File: config.mk
export PLATFORM = sky130hd
export DESIGN_NAME = unit_n_to_m
export DESIGN_NICKNAME = d
export VERILOG_FILES = /design/src/rtl/unit_n_to_m.sv
export SDC_FILE = /design/constraint.sdc
export NUM_CORES = 1
export LEC_CHECK = 0
export BUFFER_PORTS_ARGS = -buffer_cell sky130_fd_sc_hd__buf_2
export CAP_MARGIN = 20
export CORE_MARGIN = 2
export CORE_UTILIZATION = 35
export CTS_CLUSTER_SIZE = 40
export DETAILED_ROUTE_END_ITERATION = 8
export PLACE_DENSITY = 0.63
export SLEW_MARGIN = 0
export SYNTH_ARGS = -nofsm -noshare
export SYNTH_HDL_FRONTEND = slang
export SYNTH_SLANG_ARGS = --single-unit
File: constraint.sdc
create_clock -name clk_in -period 1.23 [get_ports clk_in]
set_input_delay 0.0615 -clock clk_in [delete_from_list [all_inputs] [get_ports clk_in]]
set_output_delay 0.0615 -clock clk_in [all_outputs]
set_load 0.02 [all_outputs]
File: src/rtl/unit_n_to_m.sv
// N-to-M switching unit with a 1-bit learned control weight.
// Routes fin to fout, bin back to bout, and toggles the weight on gradient.
module unit_n_to_m #(
   parameter int N_IN   = 3,
   parameter int N_OUT  = 2,
   parameter int ACC_W  = 4,
   parameter int THRESH = 8,
   parameter bit DECAY  = 1'b0,
   parameter bit INIT_W = 1'b0
) (
   input  logic             clk_in,
   input  logic             rst_in,
   input  logic             fd_prop,
   input  logic             bk_prop,
   input  logic [N_IN-1:0]  fin,
   input  logic [N_OUT-1:0] bin,
   input  logic             wload,
   input  logic             wdata,
   output logic [N_OUT-1:0] fout,
   output logic [N_IN-1:0]  bout,
   output logic             fvalid,
   output logic             bvalid,
   output logic             control_out,
   output logic [ACC_W-1:0] acc_out
);

   localparam logic [ACC_W:0] THR = THRESH[ACC_W:0];

   // Bit j set when forward output j draws from input i under weight c.
   function automatic logic [N_OUT-1:0] src_mask(input int i, input bit c);
      logic [N_OUT-1:0] m;
      m = '0;
      for (int j = 0; j < N_OUT; j++) begin
         if (c) m[j] = (((j + 1) % N_IN) == i);
         else   m[j] = (j == i);
      end
      return m;
   endfunction

   logic             ctrl;
   logic [ACC_W-1:0] acc;
   logic [ACC_W:0]   acc_inc;
   logic [N_OUT-1:0] fwd_nxt;
   logic [N_IN-1:0]  bwd_nxt;
   logic [N_OUT-1:0] diff;
   logic             grad;

   for (genvar j = 0; j < N_OUT; j++) begin : g_fwd
      localparam int NX = (j + 1) % N_IN;
      assign fwd_nxt[j] = ctrl ? fin[NX] : fin[j];
      assign diff[j]    = bin[j] & (fin[j] ^ fin[NX]);
   end

   for (genvar i = 0; i < N_IN; i++) begin : g_bwd
      localparam logic [N_OUT-1:0] M0 = src_mask(i, 1'b0);
      localparam logic [N_OUT-1:0] M1 = src_mask(i, 1'b1);
      assign bwd_nxt[i] = ctrl ? |(bin & M1) : |(bin & M0);
   end

   assign grad    = |diff;
   assign acc_inc = {1'b0, acc} + 1'b1;

   always_ff @(posedge clk_in or negedge rst_in) begin
      if (!rst_in) begin
         fout   <= '0;
         bout   <= '0;
         fvalid <= 1'b0;
         bvalid <= 1'b0;
         acc    <= '0;
         ctrl   <= INIT_W;
      end else begin
         fvalid <= fd_prop;
         bvalid <= bk_prop;
         if (fd_prop) fout <= fwd_nxt;
         if (bk_prop) bout <= bwd_nxt;
         if (wload) begin
            ctrl <= wdata;
            acc  <= '0;
         end else if (bk_prop) begin
            if (grad) begin
               if (acc_inc >= THR) begin
                  acc  <= '0;
                  ctrl <= ~ctrl;
               end else begin
                  acc <= acc_inc[ACC_W-1:0];
               end
            end else if (DECAY && acc != '0) begin
               acc <= acc - 1'b1;
            end
         end
      end
   end

   assign control_out = ctrl;
   assign acc_out     = acc;

endmodule

==> metrics.md, run 1 <==
| Metric | Value |
|---|---|
| Net Sw Power | 275 µW |
| Die Wd | 44.6 µm |
| Max-slew violations | 0 |
| Logic pwr share | 23.1% |
| Total power | 984 µW |
| Total Routing Usage GR | 16.7% |
| Clock-pin slew on the worst setup and hold paths | 0.08 ns |
| Rel. slew slack | 74.6% |
| Area contributors post-synth | dfrtp_1 52%, mux2i_1 7.0%, a21oi_1 4.3% |
| CP Capture Type | register |
| Crit-path leading delay family | simple AND/OR/NAND/NOR gates |
| Initial Util | 37.8% |
| Layout area overhead | 57.8% |
| Placed cell area | 783 µm² |
| Maxcap violations | 0 |
| Crit-path cells | ha_4, nand2b_4, mux2i_4, or4_1, nand3_1 |
| Fin util | 59.6% |
| # rows | 14 |
| Initial DRC count | 10 |
| Status | finished with violations |
| Syn_nets | 68 |
| Share of the synthesized area in the top cell type | 52.2% |
| Worst Skew | 0.0124 ns |
| Cell count along the critical path | 5 |
| Antenna diode count | 0 |
| Die height | 44.6 µm |
| Pwr/cell area | 1080 nW/µm² |
| Slowest-stage cell, CP | dfrtp_2 |
| Pre-CTS WS | -0.101 ns |
| Hold Vio Cnt, Final | 0 |
| # DRC | 0 |
| Final Critical Period | 1.29 ns |
| Yosys reg bits | 12 |
| Worst VDD drop | 0.703 mV |
| Min-delay worst type | in2reg |
| PortBufs | 22 |
| Ys Warns | 0 |
| DPL Wire Length | 923 µm |
| Hold slack final | 0.0260 ns |
| Min-Delay Path Depth | 2 |
| RSZ-0062 raised after global routing | true |
| Failing checks | negative setup slack |
| Crit-path max FO | 5 |
| Overflow left after global routing | 0 |
| Vias in the first global route | 547 |
| Fin cells | 109 |
| Cells after synthesis | 55 |
| Sequential fraction of the synthesis area | 52.2% |
| Initial antenna violation count | 0 |
| Layout cells sized above 1 | 50.5% |
| Worst stage delay on the critical path | 0.41 ns |
| Clk pwr share | 32.2% |
| Nets@finish | 107 |
| Largest net degree at the start of global routing | 13 |
| Drt via density | 4.95 |
| I/O pin count | 23 |
| Clk_lat worst skew | 0.28 ns |
| CTS Buf Count | 3 |
| Wirelength per Cell | 12.8 µm |
| Fill count | 125 |
| Slew @ Worst Pin | 0.381 ns |
| RePlAce Congestion | 0.794 |
| Yosys cell types | 23 |
| Max Fclk | 775 MHz |
| Cells after DPL | 100 |
| Netlist Area Pre-Place | 576 µm² |
| Root Buffer | clkbuf_4 |
| Global-route wire length before repair | 2.30 mm |
| Int Pwr | 709 µW |
| Total Neg Setup Slack | -0.163 ns |
| CTS sink count | 12 |
| Most frequent cells in the layout | 21 x buf_2, 10 x dfrtp_1, 10 x buf_4 |
| Buf/Inv on CP | 0 |
| Post-Route WL | 1.39 mm |
| Crit path launch type | register |
| Clock tree buffer depth | 2 |
| Crit share post-route | 105% |
| Pleak | 0.437 nW |
| Syn Area/Cell | 10.5 µm² |
| CP Class | reg2reg |
| DRT Pass-1 Iters | 4 |
| # setup viols final | 4 |
| Reg power frac | 44.7% |
| H-tree levels | 1 |
| Vias | 540 |
| Area leader, netlist | dfrtp_1 |
| Die ar. | 1980 µm² |
| Most common cell after layout, fill and taps aside | buf_2 |
| Setup ws final | -0.0600 ns |
| CTS tree | yes |
| Design area | 908 µm² |
| DRT antenna net count | 0 |
| Switching power as a share of total power | 27.9% |
| Worst endpoint required time | 1.45 ns |
| CP arrival | 1.51 ns |
| Reg2Reg Depth | 5 |
| Core area | 1520 µm² |
## final cells by class
cell class / instances / area, µm² / share of cell area [%]
inverters: 2 / 7.51 / 0.826
flip-flops and latches: 12 / 303 / 33.3
well taps: 16 / 20.0 / 2.20
clock buffers: 4 / 36.3 / 3.99
multi-input cells: 39 / 309 / 34.0
repair buffers: 36 / 233 / 25.6
## routing by layer
| layer | part of all wire (%) | global-route usage [%] |
|---|---|---|
| met5 | 0 | 0 |
| met4 | 1.0 | 5.45 |
| met3 | 4.2 | 7.76 |
| met2 | 53 | 29.0 |
| met1 | 41 | 17.8 |
## Yosys cell counts, drive strengths merged
cell type   n
clkbuf      1
a21oi       5
or4         1
a31oi       1
nor3b       1
nand2b      1
nand3       4
a32oi       1
nor2        3
or3         1
nand2       4
and2        1
mux2i       4
o21ai       3
xor2        2
dfrtp      12
nand3b      2
nor2b       1
buf         1
inv         2
nand4b      1
ha          2
a32o        1
## power groups by stage
stage / clock, mW / sequential [mW] / combinational (mW)
after global placement: 0 / 0.447 / 0.198
final: 0.317 / 0.440 / 0.227
after detailed placement: 0 / 0.448 / 0.200
after CTS: 0.326 / 0.440 / 0.218
after global routing: 0.345 / 0.445 / 0.250
after floorplan: 0 / 0.487 / 0.0621
## state kept, by name, indices dropped and copies added, names as in the netlist
register,count
bout,3
fout,2
bvalid,1
fvalid,1
acc_out,4
control_out,1
## path summary, 6_finish.rpt
check	start	end	slack [ns]
max in group asynchronous	rst_in	acc_out[1]	0.79
worst min register to register	bout[2]	bout[2]	0.52
worst max register to register	acc_out[0]	control_out	-0.06
min in group asynchronous	rst_in	bout[1]	0.18
worst max-delay path	acc_out[0]	control_out	-0.06
worst min-delay path	wload	acc_out[1]	0.03
## cell families after synthesis
kind of cell               synth area share [%]
and+or+nand+nor                            19.1
adders and majority gates                  4.35
xor gates and xnor gates                   3.04
AOI/OAI and AO/OA                          11.5
buffers and inverters                      2.83
muxes                                      6.96
DFF                                        52.2
## what timing repair did
item / 4_1_cts / 5_1_grt
endpoints found under the setup margin: 3 / 5
hold buffers: 3 / 0
endpoints found under the hold margin: 14 / 0
gates cloned: 0 / 0
setup buffers: 2 / 0
pin swaps: 5 / 3
gates resized for setup: 4 / 5
(Power assumes the default switching activity.)
==> inputs of run 2 (changes only) <==
Settings changed: CELL_PAD_IN_SITES_DETAIL_PLACEMENT set to 0, CELL_PAD_IN_SITES_GLOBAL_PLACEMENT set to 2, CORE_UTILIZATION 35 to 24, PLACE_DENSITY 0.63 to 0.67.
==> run 2 against run 1 <==
Against the previous run: the run still ends with negative setup slack left; worst hold slack worse by 0.014 ns; final cell count up 12%; core utilization down 19 points; first-iteration DRC count down 30%; global-route usage down 5.3 points; clock-buffer cell count unchanged; register-to-register slack worse by 0.02 ns; via count down 2.2%; critical path depth unchanged; wire length down 1.8%; highest routed layer unchanged.
==> metrics.md, run 2 (synthesis gave the netlist of run 1 again) <==
| Metric | Value |
|---|---|
| Status | finished with violations (unchanged) |
| Failing checks | negative setup slack (unchanged) |
| Setup ws final | -0.0760 ns (was -0.0600 ns) |
| Cells after DPL | 113 (was 100) |
| Slew @ Worst Pin | 0.360 ns (was 0.381 ns) |
| Worst Skew | 0.00534 ns (was 0.0124 ns) |
| Wirelength per Cell | 11.2 µm (was 12.8 µm) |
| Overflow left after global routing | 0 (unchanged) |
| Drt via density | 4.33 (was 4.95) |
| Die height | 53.0 µm (was 44.6 µm) |
| R2R Setup Slk | -0.08 ns (was -0.06 ns) |
| Fin cells | 122 (was 109) |
| Hold EP | acc_out[1] (unchanged) |
| Layout cells sized above 1 | 48.9% (was 50.5%) |
| Reg2Reg Depth | 5 (unchanged) |
| Crit-path max FO | 5 (unchanged) |
| Vias in the first global route | 526 (was 547) |
| Post-Route WL | 1.37 mm (was 1.39 mm) |
| Most frequent cells in the layout | 22 x buf_2, 12 x buf_4, 10 x dfrtp_1 (was 21 x buf_2, 10 x dfrtp_1, 10 x buf_4) |
| Hold Vio Cnt, Final | 0 (unchanged) |
| Vias | 528 (was 540) |
| RePlAce Congestion | 0.724 (was 0.794) |
| H-tree levels | 1 (unchanged) |
| Largest net degree at the start of global routing | 13 (unchanged) |
| Placed cell area | 806 µm² (was 783 µm²) |
| DPL Wire Length | 1.04 mm (was 923 µm) |
| DRT Pass-1 Iters | 3 (was 4) |
| CTS Buf Count | 3 (unchanged) |
| Initial DRC count | 7 (was 10) |
| Worst R2R Start | acc_out[0] (unchanged) |
| Max reg flops | 4 (unchanged) |
| Nets@finish | 108 (was 107) |
| CTS tree | yes (unchanged) |
| Pleak | 0.438 nW (was 0.437 nW) |
| CP Class | reg2reg (unchanged) |
| CP Capture Type | register (unchanged) |
| Final Critical Period | 1.31 ns (was 1.29 ns) |
| Crit path launch type | register (unchanged) |
| Maxcap violations | 0 (unchanged) |
| Max Fclk | 766 MHz (was 775 MHz) |
| Clock-pin slew on the worst setup and hold paths | 0.08 ns (about the same) |
| Rel. slew slack | 76.0% (was 74.6%) |
| # DRC | 0 (unchanged) |
| Core area | 2230 µm² (was 1520 µm²) |
| Crit share post-route | 106% (was 105%) |
| Fill count | 225 (was 125) |
| Min-delay worst type | in2reg (unchanged) |
| DRT antenna net count | 0 (unchanged) |
| Worst endpoint required time | 1.45 ns (about the same) |
| Die Wd | 53.0 µm (was 44.6 µm) |
| Min-Delay Path Depth | 2 (unchanged) |
| Hold slack final | 0.0119 ns (was 0.0260 ns) |
| Clk_lat worst skew | 0.27 ns (was 0.28 ns) |
| Layout area overhead | 58.5% (was 57.8%) |
| Total Routing Usage GR | 11.4% (was 16.7%) |
| CP arrival | 1.52 ns (was 1.51 ns) |
| # rows | 17 (was 14) |
| I/O pin count | 23 (unchanged) |
| RSZ-0062 raised after global routing | true (unchanged) |
| Most common cell after layout, fill and taps aside | buf_2 (unchanged) |
| Initial Util | 25.8% (was 37.8%) |
| # setup viols final | 3 (was 4) |
| Worst R2R End | control_out (unchanged) |
| PortBufs | 22 (unchanged) |
| Design area | 912 µm² (was 908 µm²) |
| CTS sink count | 12 (unchanged) |
| Pre-CTS WS | -0.139 ns (was -0.101 ns) |
| Worst Hold Launch | wload (unchanged) |
| Antenna diode count | 0 (unchanged) |
| Clock tree buffer depth | 2 (unchanged) |
| Initial antenna violation count | 0 (unchanged) |
| Max-slew violations | 0 (unchanged) |
| Global-route wire length before repair | 2.27 mm (was 2.30 mm) |
| Pwr/cell area | 1070 nW/µm² (was 1080 nW/µm²) |
| Die ar. | 2810 µm² (was 1980 µm²) |
| Root Buffer | clkbuf_4 (unchanged) |
| Worst VDD drop | 0.509 mV (was 0.703 mV) |
run 2: through the flow:
step	setup TNS, ns	power, mW	util [%]
floorplan	-0.310	0.550	-
global placement	-0.197	0.651	36.1
detailed placement	-0.359	0.653	36.1
CTS	-0.200	0.994	40.3
global route	-0.460	1.04	40.8
finish	-0.160	0.974	40.8
run 2: area by class of cell:
type	count	area (µm²)	share of cell area [%]
clock buffers	4	36.3	3.98
well taps	28	35.0	3.84
inverters	2	7.51	0.823
flip-flops and latches	12	303	33.2
multi-input cells	39	300	32.9
repair buffers	37	230	25.2
run 2: repair_timing:
action / CTS / global route
hold buffers: 3 / 0
pin swaps: 6 / 4
cloned: 0 / 0
resized for setup: 3 / 1
setup endpoints to repair: 3 / 3
endpoints found under the hold margin: 15 / 0
setup buffers: 1 / 1
run 2: critical path, stage by stage, from the launching register on:
cell and delay [ns]:
dfrtp_2 0.42, ha_4 0.15, nand2b_4 0.12, mux2i_4 0.08, or4_1 0.41, nand3_1 0.08
run 2: worst max-delay path by stage:
stage / from / to / slack (ns) / cells past startpoint
CTS: acc_out[0] / control_out / -0.10 / 5
floorplan: acc_out[1] / control_out / -0.12 / 5
detailed placement: acc_out[1] / acc_out[2] / -0.14 / 5
finish: acc_out[0] / control_out / -0.08 / 5
global route: acc_out[0] / acc_out[2] / -0.17 / 5
global placement: acc_out[1] / acc_out[2] / -0.08 / 5
run 2: metal layers:
layer,vias to the layer above,part of all wire (%),GRT usage [%]
met1,244,47,14.6
met4,0,0.88,7.69
met3,2,3.9,1.69
met5,-,0,0
li1,273,-,-
met2,9,48,17.7
run 2: power breakdown:
part / total [mW] / switching [mW] / internal (mW)
registers: 0.441 / 0.0178 / 0.424
logic: 0.212 / 0.116 / 0.0959
clock network: 0.321 / 0.141 / 0.180
total: 0.974 / 0.275 / 0.699
==> inputs of run 3 (changes only) <==
Settings changed: CORE_MARGIN 2 to unset, TNS_END_PERCENT set to 10.
==> run 3 against run 2 <==
Against the previous run: design area is 4.1% lower; register-to-register slack worse by 0.02 ns; sequential power hardly changed; the flow still finishes with violations (negative setup slack); critical endpoint unchanged.
==> metrics.md, run 3 (synthesis gave the netlist of run 1 again) <==
| Metric | Value |
|---|---|
| Setup crit end | control_out (unchanged) |
| Rel. slew slack | 81.3% (was 76.0%) |
| Setup ws final | -0.0958 ns (was -0.0760 ns) |
| Layout cells sized above 1 | 46.1% (was 48.9%) |
| H-tree levels | 1 (unchanged) |
| Vias in the first global route | 478 (was 526) |
| Crit share post-route | 108% (was 106%) |
| CTS sink count | 12 (unchanged) |
| Most frequent cells in the layout | 22 x buf_2, 10 x dfrtp_1, 7 x buf_4 (was 22 x buf_2, 12 x buf_4, 10 x dfrtp_1) |
| Total Routing Usage GR | 11.4% (about the same) |
| Root Buffer | clkbuf_4 (unchanged) |
| Overflow left after global routing | 0 (unchanged) |
| # DRC | 0 (unchanged) |
| Crit-path max FO | 5 (unchanged) |
| Drt via density | 4.37 (was 4.33) |
| Clock-pin slew on the worst setup and hold paths | 0.08 ns (about the same) |
| Post-Route WL | 1.37 mm (unchanged) |
| Worst R2R End | control_out (unchanged) |
| RePlAce Congestion | 0.745 (was 0.724) |
| Vias | 511 (was 528) |
| Layout area overhead | 52.0% (was 58.5%) |
| Die Wd | 51.0 µm (was 53.0 µm) |
| DPL Wire Length | 1.03 mm (was 1.04 mm) |
| Most common cell after layout, fill and taps aside | buf_2 (unchanged) |
| Hold slack final | 0.0307 ns (was 0.0119 ns) |
| Antenna diode count | 0 (unchanged) |
| Pwr/cell area | 1090 nW/µm² (was 1070 nW/µm²) |
| Largest net degree at the start of global routing | 13 (unchanged) |
| Core area | 2230 µm² (unchanged) |
| RSZ-0062 raised after global routing | true (unchanged) |
| Hold Vio Cnt, Final | 0 (unchanged) |
| CP Capture Type | register (unchanged) |
| PortBufs | 22 (unchanged) |
| Slew @ Worst Pin | 0.281 ns (was 0.360 ns) |
| Maxcap violations | 0 (unchanged) |
| Worst endpoint required time | 1.44 ns (was 1.45 ns) |
| Worst R2R Start | acc_out[0] (unchanged) |
| Initial antenna violation count | 0 (unchanged) |
| Clk_lat worst skew | 0.27 ns (about the same) |
| # rows | 17 (unchanged) |
| Max-slew violations | 0 (unchanged) |
| Initial DRC count | 9 (was 7) |
| Die height | 51.0 µm (was 53.0 µm) |
| Footprint of the multi-input gates | 300 µm² (unchanged) |
| CP arrival | 1.53 ns (was 1.52 ns) |
| Reg2Reg Depth | 5 (unchanged) |
| Max reg flops | 4 (unchanged) |
| Failing checks | negative setup slack (unchanged) |
| Clock tree buffer depth | 2 (unchanged) |
| Nets@finish | 103 (was 108) |
| Die ar. | 2600 µm² (was 2810 µm²) |
| Pre-CTS WS | -0.130 ns (was -0.139 ns) |
| Wirelength per Cell | 11.7 µm (was 11.2 µm) |
| CP Launch Point | acc_out[0] (unchanged) |
| # setup viols final | 3 (unchanged) |
| DRT antenna net count | 0 (unchanged) |
| Initial Util | 25.8% (unchanged) |
| Final Critical Period | 1.33 ns (was 1.31 ns) |
| Placed cell area | 783 µm² (was 806 µm²) |
| I/O pin count | 23 (unchanged) |
| Fill count | 237 (was 225) |
| CTS Buf Count | 3 (unchanged) |
| Max Fclk | 754 MHz (was 766 MHz) |
| DRT Pass-1 Iters | 4 (was 3) |
| CTS tree | yes (unchanged) |
| Design area | 875 µm² (was 912 µm²) |
| Min-delay worst type | in2reg (unchanged) |
| Pleak | 0.413 nW (was 0.438 nW) |
| Area occupied by registers | 303 µm² (unchanged) |
| Crit path launch type | register (unchanged) |
| CP Class | reg2reg (unchanged) |
| Worst VDD drop | 0.475 mV (was 0.509 mV) |
| Total power | 954 µW (was 974 µW) |
| R2R Setup Slk | -0.1 ns (was -0.08 ns) |
| Worst Skew | 0.000377 ns (was 0.00534 ns) |
| Status | finished with violations (unchanged) |
| Global-route wire length before repair | 2.17 mm (was 2.27 mm) |
| Total Neg Setup Slack | -0.193 ns (was -0.160 ns) |
[run 3: worst max-delay path, cell delays in order, from the launching register on]
cell and delay (ns):
dfrtp_2 0.43, ha_4 0.15, nand2b_4 0.12, mux2i_4 0.08, or4_1 0.40, nand3_1 0.09
[run 3: what timing repair did]
item / CTS / global route
endpoints found under the hold margin: 14 / 0
endpoints found under the setup margin: 3 / 3
resized for setup: 4 / 0
hold buffers: 3 / 0
pin swaps: 5 / 0
buffers inserted: 0 / 0
[run 3: layout make-up]
class / count / area share [%]
Sequential cell: 12 / 34.6
Multi-Input combinational cell: 39 / 34.3
Timing Repair Buffer: 32 / 22.0
Clock buffer: 4 / 4.15
Tap cell: 28 / 4.01
Inverter: 2 / 0.858
[run 3: how the worst min path moves through the flow]
stage,start,endpoint,cells after the start
after global placement,rst_in,fvalid,1
after floorplan,rst_in,acc_out[0],0
after detailed placement,rst_in,fvalid,1
after CTS,wload,acc_out[1],2
after global routing,wload,acc_out[1],2
final,wload,acc_out[1],2
[run 3: metal layers]
| layer | track usage, % | up-vias | share of wire (%) |
|---|---|---|---|
| li1 | - | 263 | - |
| met1 | 14.2 | 236 | 50 |
| met2 | 18.9 | 10 | 46 |
| met3 | 1.79 | 2 | 3.4 |
| met4 | 5.56 | 0 | 0.44 |
| met5 | 0 | - | 0 |
[run 3: where the power goes]
group	switching, mW	leakage (nW)	internal (mW)
Sequential	0.0189	0.147	0.424
Clock	0.131	0.0210	0.180
Combinational	0.115	0.245	0.0853
[run 3: stage by stage]
step / utilization [%] / instances
3_5_place_dp: 35.1 / 110
3_3_place_gp: 35.1 / 110
2_1_floorplan: - / 55
6_report: 39.2 / 117
5_1_grt: 39.2 / 117
4_1_cts: 39.2 / 117
